`config.mk`:
```
export PLATFORM = sky130hd
export DESIGN_NAME = sprite_ctrl
export DESIGN_NICKNAME = d
export VERILOG_FILES = /design/src/rtl/sprite_ctrl.sv
export SDC_FILE = /design/constraint.sdc
export NUM_CORES = 1
export LEC_CHECK = 0
export CAP_MARGIN = 20
export CORE_UTILIZATION = 60
export CTS_BUF_LIST = sky130_fd_sc_hd__clkbuf_4 sky130_fd_sc_hd__clkbuf_8
export DETAILED_ROUTE_END_ITERATION = 10
export HOLD_SLACK_MARGIN = 0.1
export PLACE_DENSITY = 0.88
export SETUP_SLACK_MARGIN = 0.15
export SKIP_LAST_GASP = 1
export SLEW_MARGIN = 20
export SYNTH_ARGS = -nofsm -noshare
export SYNTH_HDL_FRONTEND = slang
export SYNTH_SLANG_ARGS = --single-unit
```
`constraint.sdc`:
```
create_clock -name clk -period 22.5 [get_ports clk]
set_input_delay 3.375 -clock clk [delete_from_list [all_inputs] [get_ports clk]]
set_output_delay 3.375 -clock clk [all_outputs]
set_load 0.02 [all_outputs]
```
`src/rtl/sprite_ctrl.sv`:
```
`default_nettype none
// ============================================================================
// Module      : sprite_ctrl
// Description : Sprite controller between the CPU register bus and NSPR
//               sprite engines.
//               - Double-buffered sprite position and enable registers.
//                 CPU writes go to a shadow set. A commit request copies the
//                 shadow set into the active set, one sprite per cycle,
//                 starting at the next frame pulse, so sprites never tear
//                 mid-frame.
//               - Priority compositor. The lowest-index enabled sprite that
//                 is drawing wins. One cycle of latency.
//               - Optional sticky collision flag.
//
// Optional feature (compile-time macro):
//   SPR_COLLISION_EN : when defined, collision detection is built.
//                      When undefined, `collision` is tied low.
//
// Ports:
//   clk, rst      clock; asynchronous active-high reset
//   frame         one-cycle start-of-frame pulse
//   wr_en         register write strobe
//   wr_addr       {sprite index, field}
//                 field: 0=x, 1=y, 2=ctrl, 3=reserved
//   wr_data       write data; ctrl uses bit 0 as the enable
//   wr_rdy        write accepted when high (low while copying)
//   commit_req    request a shadow->active commit at the next frame
//   commit_pend   commit accepted and not yet complete
//   sprx, spry    packed active positions; sprite i at [i*CORDW +: CORDW]
//   spr_drawing   per-engine drawing flags
//   spr_pix       packed per-engine colour indices
//   pix           resolved colour index (registered)
//   drawing       an enabled sprite is drawing (registered)
//   spr_id        index of the winning sprite (registered)
//   collision     sticky collision flag
//
// Revision    : 1.0 - initial release
// ============================================================================
module sprite_ctrl #(
    parameter int CORDW     = 16,
    parameter int NSPR      = 4,
    parameter int SPR_DATAW = 4
) (
    input  logic                        clk,
    input  logic                        rst,
    input  logic                        frame,
    input  logic                        wr_en,
    input  logic [$clog2(NSPR)+1:0]     wr_addr,
    input  logic [CORDW-1:0]            wr_data,
    output logic                        wr_rdy,
    input  logic                        commit_req,
    output logic                        commit_pend,
    output logic [NSPR*CORDW-1:0]       sprx,
    output logic [NSPR*CORDW-1:0]       spry,
    input  logic [NSPR-1:0]             spr_drawing,
    input  logic [NSPR*SPR_DATAW-1:0]   spr_pix,
    output logic [SPR_DATAW-1:0]        pix,
    output logic                        drawing,
    output logic [$clog2(NSPR)-1:0]     spr_id,
    output logic                        collision
);

    localparam int c_IDW = $clog2(NSPR);
    localparam int c_AW  = c_IDW + 2;
    localparam logic [c_IDW-1:0] c_LAST = c_IDW'(NSPR - 1);

    localparam logic [1:0] c_ST_IDLE  = 2'd0;
    localparam logic [1:0] c_ST_ARMED = 2'd1;
    localparam logic [1:0] c_ST_COPY  = 2'd2;

    logic [1:0]             r_state;
    logic [1:0]             w_state_nxt;
    logic [c_IDW-1:0]       r_cnt;
    logic                   w_copy;

    // Shadow (CPU-facing) register set
    logic [CORDW-1:0]       r_shx [NSPR];
    logic [CORDW-1:0]       r_shy [NSPR];
    logic [NSPR-1:0]        r_shen;

    // Active register set
    logic [NSPR*CORDW-1:0]  r_sprx;
    logic [NSPR*CORDW-1:0]  r_spry;
    logic [NSPR-1:0]        r_en;

    logic                   w_wr;
    logic [c_IDW-1:0]       w_wr_idx;
    logic [1:0]             w_wr_fld;

    logic [NSPR-1:0]        w_hit;
    logic                   w_win;
    logic [c_IDW-1:0]       w_win_id;
    logic [SPR_DATAW-1:0]   w_win_pix;
    logic [SPR_DATAW-1:0]   r_pix;
    logic                   r_drawing;
    logic [c_IDW-1:0]       r_spr_id;

    // ------------------------------------------------------------------
    // Commit FSM: state register
    // ------------------------------------------------------------------
    always_ff @(posedge clk or posedge rst) begin
        if (rst) begin
            r_state <= c_ST_IDLE;
        end else begin
            r_state <= w_state_nxt;
        end
    end

    // Commit FSM: next state
    always_comb begin
        w_state_nxt = r_state;
        case (r_state)
            c_ST_IDLE: begin
                // A request that coincides with a frame pulse skips ARMED.
                if (commit_req) begin
                    w_state_nxt = frame ? c_ST_COPY : c_ST_ARMED;
                end
            end
            c_ST_ARMED: begin
                if (frame) begin
                    w_state_nxt = c_ST_COPY;
                end
            end
            c_ST_COPY: begin
                if (r_cnt == c_LAST) begin
                    w_state_nxt = c_ST_IDLE;
                end
            end
            default: w_state_nxt = c_ST_IDLE;
        endcase
    end

    // Commit FSM: outputs
    always_comb begin
        commit_pend = (r_state != c_ST_IDLE);
        wr_rdy      = (r_state != c_ST_COPY);
        w_copy      = (r_state == c_ST_COPY);
    end

    // Copy counter: walks sprite indices while copying, then returns to 0.
    always_ff @(posedge clk or posedge rst) begin
        if (rst) begin
            r_cnt <= '0;
        end else if (w_copy) begin
            r_cnt <= (r_cnt == c_LAST) ? '0 : r_cnt + 1'b1;
        end
    end

    // ------------------------------------------------------------------
    // Shadow register writes (dropped while copying)
    // ------------------------------------------------------------------
    assign w_wr     = wr_en && wr_rdy;
    assign w_wr_idx = wr_addr[c_AW-1:2];
    assign w_wr_fld = wr_addr[1:0];

    always_ff @(posedge clk or posedge rst) begin
        if (rst) begin
            for (int i = 0; i < NSPR; i++) begin
                r_shx[i] <= '0;
                r_shy[i] <= '0;
            end
            r_shen <= '0;
        end else if (w_wr && (int'(w_wr_idx) < NSPR)) begin
            case (w_wr_fld)
                2'd0:    r_shx[w_wr_idx]  <= wr_data;
                2'd1:    r_shy[w_wr_idx]  <= wr_data;
                2'd2:    r_shen[w_wr_idx] <= wr_data[0];
                default: ;  // reserved field: write discarded
            endcase
        end
    end

    // ------------------------------------------------------------------
    // Active set: one sprite copied per COPY cycle.
    // Reset clears it, so an interrupted copy leaves nothing behind.
    // ------------------------------------------------------------------
    always_ff @(posedge clk or posedge rst) begin
        if (rst) begin
            r_sprx <= '0;
            r_spry <= '0;
            r_en   <= '0;
        end else if (w_copy) begin
            r_sprx[r_cnt*CORDW +: CORDW] <= r_shx[r_cnt];
            r_spry[r_cnt*CORDW +: CORDW] <= r_shy[r_cnt];
            r_en[r_cnt]                  <= r_shen[r_cnt];
        end
    end

    assign sprx = r_sprx;
    assign spry = r_spry;

    // ------------------------------------------------------------------
    // Compositor. Scanning from the top index down lets the lowest
    // drawing index overwrite any higher one, so it wins.
    // ------------------------------------------------------------------
    assign w_hit = spr_drawing & r_en;

    always_comb begin
        w_win     = 1'b0;
        w_win_id  = '0;
        w_win_pix = '0;
        for (int i = NSPR - 1; i >= 0; i--) begin
            if (w_hit[i]) begin
                w_win     = 1'b1;
                w_win_id  = c_IDW'(i);
                w_win_pix = spr_pix[i*SPR_DATAW +: SPR_DATAW];
            end
        end
    end

    always_ff @(posedge clk or posedge rst) begin
        if (rst) begin
            r_pix     <= '0;
            r_drawing <= 1'b0;
            r_spr_id  <= '0;
        end else begin
            r_pix     <= w_win_pix;
            r_drawing <= w_win;
            r_spr_id  <= w_win_id;
        end
    end

    assign pix     = r_pix;
    assign drawing = r_drawing;
    assign spr_id  = r_spr_id;

    // ------------------------------------------------------------------
    // Collision detection (optional)
    // ------------------------------------------------------------------
`ifdef SPR_COLLISION_EN
    logic w_multi;
    logic w_seen;
    logic w_enter_copy;
    logic r_collision;

    // Two or more enabled sprites drawing in the same cycle.
    always_comb begin
        w_multi = 1'b0;
        w_seen  = 1'b0;
        for (int i = 0; i < NSPR; i++) begin
            if (w_hit[i]) begin
                if (w_seen) begin
                    w_multi = 1'b1;
                end
                w_seen = 1'b1;
            end
        end
    end

    assign w_enter_copy = (w_state_nxt == c_ST_COPY) && (r_state != c_ST_COPY);

    // Cleared on entry to COPY; a collision in that same cycle still sets it.
    always_ff @(posedge clk or posedge rst) begin
        if (rst) begin
            r_collision <= 1'b0;
        end else if (w_enter_copy) begin
            r_collision <= w_multi;
        end else if (w_multi) begin
            r_collision <= 1'b1;
        end
    end

    assign collision = r_collision;
`else
    assign collision = 1'b0;
`endif

endmodule
`default_nettype wire

```
# --- Yosys cells after proc, flatten, opt, wreduce, memory -nomap -nowiden ---
# Cells that the tools add are included.
totals:
  memories: 0
  inputBits: 45
  register_bits: 275
  mem_bits_rw: 0
  wordCells: 90
  romBits: 0
  latch_bits: 0
  output_inout_bits: 138
classes:
  div: 0
  bitwise: 3
  n_eq_ne: 9
  addsub: 2
  muxes: 38
  order_cmp: 7
  multipliers: 0
  shifts: 3
  n_reduce_logical: 11
op_table:
  columns: ["operator", "n"]
  rows:
  - ["bitwise mux 64 bit", 4]
  - ["indexed part select 16 x 34 -> 64 bit", 2]
  - ["two-way mux 16 bit", 5]
  - ["binary-select mux 16 bit (select 2 bit)", 2]
  - ["variable shift 16 x 34 -> 64 bit (first input constant)", 1]
  - ["negator 6 -> 34 bit", 1]
  - ["demux 16 bit (select 2 bit)", 1]
  - ["two-way mux 2 bit", 9]
  - ["two-way mux 4 bit", 4]
  - ["bitwise mux 4 bit", 2]
  - ["two-way mux 1 bit", 7]
  - ["equality test 2 bit (second input constant)", 3]
  - [">= comparator 3 bit (second input constant)", 2]
  - ["< comparator 2 x 3 -> 1 bit (second input constant)", 2]
  - ["inequality test 2 bit (second input constant)", 3]
  - ["inverter 2 -> 3 bit", 2]
  - ["case mux 2 bit (3 select lines)", 1]
  - ["AND reduction 2 bit", 3]
  - ["AND 4 bit", 1]
  - ["demux 1 bit (select 2 bit)", 2]
  - ["equality test 2 x 1 -> 1 bit (second input constant)", 2]
  - [">= comparator 2 x 1 -> 1 bit (second input constant)", 2]
  - ["logical AND 1 bit", 4]
  - ["logical NOT 2 bit", 2]
  - ["6 further kinds", 6]

# --- Longest topological paths before layout ---
depth:
  word_depth: 6
  ltp_mapped: 8
  mapped_depth_nobuf: 5

# --- Least setup slack after synthesis ---
# OpenSTA, ideal clock, no wires.
synth_path:
  path_type: "input -> register"
  from: "in wr_addr[1]"
  to: "reg r_shx[0] (netlist name)"
  setup_time_ns: 0.125
  setup_slack_ns: 17.742
  stages: 5
  required_ns: 22.375
  t_arrival_ns: 4.633
  path_buffers: 2
  cell_sequence: "buf_2 -> nand3b_1 -> nor4b_4 -> buf_6 -> mux2_2"
synth_between:
  elab_chain_cells: 2
synth_rtl:
  columns: ["element", "line", "rtl"]
  rows:
  - ["from (decl)", "48", "input logic [$clog2(NSPR)+1:0] wr_addr,"]
  - ["logical NOT 2 bit", "164", "case (w_wr_fld)"]
  - ["AND reduction 2 bit (no source line)", null, null]
  - ["to (signal, indexed assignment)", "165", "2'd0: r_shx[w_wr_idx] <= wr_data;"]
  - ["to (decl)", "77", "logic [CORDW-1:0] r_shx [NSPR];"]
# No other way between the ends.
# A chain may end at the register's enable or synchronous reset.

==> run metrics <==
crit end category=asynchronous set/reset pin; placed inst area=13360 sq um; setup repair bufs after CTS=0; Post-CTS Resized=0; critical path cell sequence=clkdlybuf4s50_1, inv_8, buf_4, buf_6; post-synthesis xor/xnor area fraction=0%; GR Util met3=6.564%; clk_skew=0.02339 ns; flop and latch count out of synthesis=275; Crit-path slowest cell=buf_4; row count=50; drt pass-1 iters=5; Placer Congestion=0.7947; Synth Area in Compound Gates=10.94%; reg-to-reg endpoint=sprx[13]; initial antenna violation count=0; diode count=0; VDD IR max=0.07155 mV; CP bufs+invs=4; Worst Hold Class=reg -> reg; Adder-Cell Fraction of Synth Area=0.8722%; Worst Setup Start Kind=primary input; worst r2r src=r_cnt[0]; Slew Limit Fails=0; largest net degree at the start of global routing=112; I/O Pins=183; total power=2.000 mW; gr ovfl total=0; Die Span X=140.3 um; maximum clock path buffer count=3; post-DP HPWL=18350 um; clock latency at the later pin of the worst-skew pair=0.55 ns; status=finished, final reports clean; share of layout cells above drive strength 1=28.66%; CTS tree=built; reg2reg path depth=6; Hold Slack=0.5012 ns; DRC=0; ys async rst share=100.0%; sequential area share after synthesis=59.97%; commonest non-fill, non-tap cell in the layout=dfrtp_1; Hold Crit Depth=1; Main synth FF type=dfrtp_1; Power Density=140.1 nW/um^2; Reg2Reg Setup Slack=19.47 ns; CP Class=in -> async; Setup TNS=0 ns; Synth Instances=715; dpl cells=1089; largest family of logic cells by synthesized area=multiplexers; nets=952; CTS sink cnt=275; Max Cap Viol=0; Synth area leaders=dfrtp_1, mux2_2, a22o_1; final core occ=76.33%; clock slew at reported path FFs=0.06 ns; crit share post-route=24.37%; slew of the pin with the lowest slew margin=0.9122 ns; mux contribution to synthesized area=20.80%; clock buffer count from CTS=42; Synth warnings=0; min-delay src=spry[62]; first-pass GRT wire length=44860 um; RSZ-0062 raised after global routing=false; Hold Vio Cnt, Final=0; Mapped Nets=768; fin cells=1162; CP peak stage delay=0.85 ns; DIE AREA=19680 sq um; Syn-to-layout area delta=24.41%; vias in the first global route=7795; core area=18710 sq um; Synth area leader=dfrtp_1; final instance area=14280 sq um; WL per Instance=24.62 um; Post-Route WL=28610 um; Synth cell types=43; maximum level of the CTS H-tree=2; M2 GR Usage=48.47%; GRT Total Usage=30.27%; Crit path max-delay family=buffers and inverters; Die H=140.3 um; via count=7449; number of buffers added on ports=181; # hold bufs at CTS=0; met1 Resource Use GR=40.26%; root buffer cell=clkbuf_8; Hold EP=spry[62]; GRT busiest layer=met2; setup violators final=0; WP data arrival=6.05 ns; crit path time final=5.483 ns; Worst slew margin=38.86%; synthesized area=11480 sq um; Critical Path RT=23.06 ns; Initial DRC Count=581; P_leak=6.536 nW; share of the synthesized area in the top cell type=59.97%; vias per cell=6.410; f_max=182.4 MHz; Fillers=1038; simple-gate share of the synthesized area=4.459%; initial core utilization=61.35%; post-route setup slack=17.02 ns; DP Worst Slack=16.00 ns; mean post-synth cell area=16.05 sq um; commonest non-fill, non-tap cells in the layout=dfrtp_1, clkdlybuf4s50_1, a22o_1, mux2_2, clkbuf_8; Post-synth EDFFs=0; Crit Path Max Fanout=111; ANT nets after route=0
[registers in the layout (all words and copies together) (netlist names)]
register / count
r_shx: 64
spr_id: 2
pix: 4
spry: 64
r_shy: 64
r_en: 4
r_shen: 4
drawing: 1
r_state: 2
sprx: 64
r_cnt: 2
[worst register-to-register path, delay by kind of cell (launching register included)]
| family | cells | cell delay [ns] |
|---|---|---|
| and+or+nand+nor | 2 | 1.19 |
| buffers and inverters | 2 | 0.69 |
| adders and majority gates | 1 | 0.44 |
| DFF | 1 | 0.40 |
| AOI/OAI and AO/OA | 1 | 0.22 |
[cell usage after synthesis, drive strengths merged (2+ instances only)]
master	n
a31oi	4
buf	35
nor3	2
mux4	33
a22o	128
nor3b	3
a21oi	2
mux2	136
nand4b	4
nor2	3
a32o	4
nor4b	6
dfrtp	275
nand4	4
clkbuf	16
and2	3
nand3b	5
and2b	3
o21ai	10
nand2	16
nor4	2
nand3	2
inv	5
ha	8
[layer usage]
layer / vias up / wire length (um)
met4: 0 / 910
met2: 374 / 14020
met5: - / 0
met3: 78 / 2032
li1: 3087 / -
met1: 3910 / 11650
[cells by family (layout without fill, tap and decap cells)]
| family | count (synthesis) | count (layout) |
|---|---|---|
| fa+ha+maj | 8 | 8 |
| other cells | 1 | 1 |
| buf+inv | 56 | 269 |
| flops | 275 | 275 |
| simple gates | 57 | 57 |
| compound gates | 149 | 149 |
| mux | 169 | 169 |
[power by group]
part           total [mW]  leakage [nW]  internal [mW]  switching (mW)
sequential          0.786          3.63          0.673           0.113
clock               0.437         0.478          0.248           0.189
combinational       0.777          2.43          0.374           0.403
[worst max path at each step]
stage               depth (start not counted)        end  start
finish                                      4  r_shx[26]    rst
global route                                4  r_shx[40]    rst
CTS                                         4  r_shx[32]    rst
detailed placement                          4  r_shx[22]    rst
global placement                            4  r_shx[22]    rst
floorplan                                   1    drawing    rst
[final cells by class]
cell class	count	area (sq um)	share of cell area, %
clock inverters	8	70.07	0.4908
clock buffers	65	838.3	5.872
multi-input cells	384	4272	29.92
repair buffers	191	1891	13.24
inverters	5	31.28	0.2191
well taps	234	292.8	2.051
flip-flops and latches	275	6883	48.21
No activity file was read; power rests on OpenSTA's default activity.
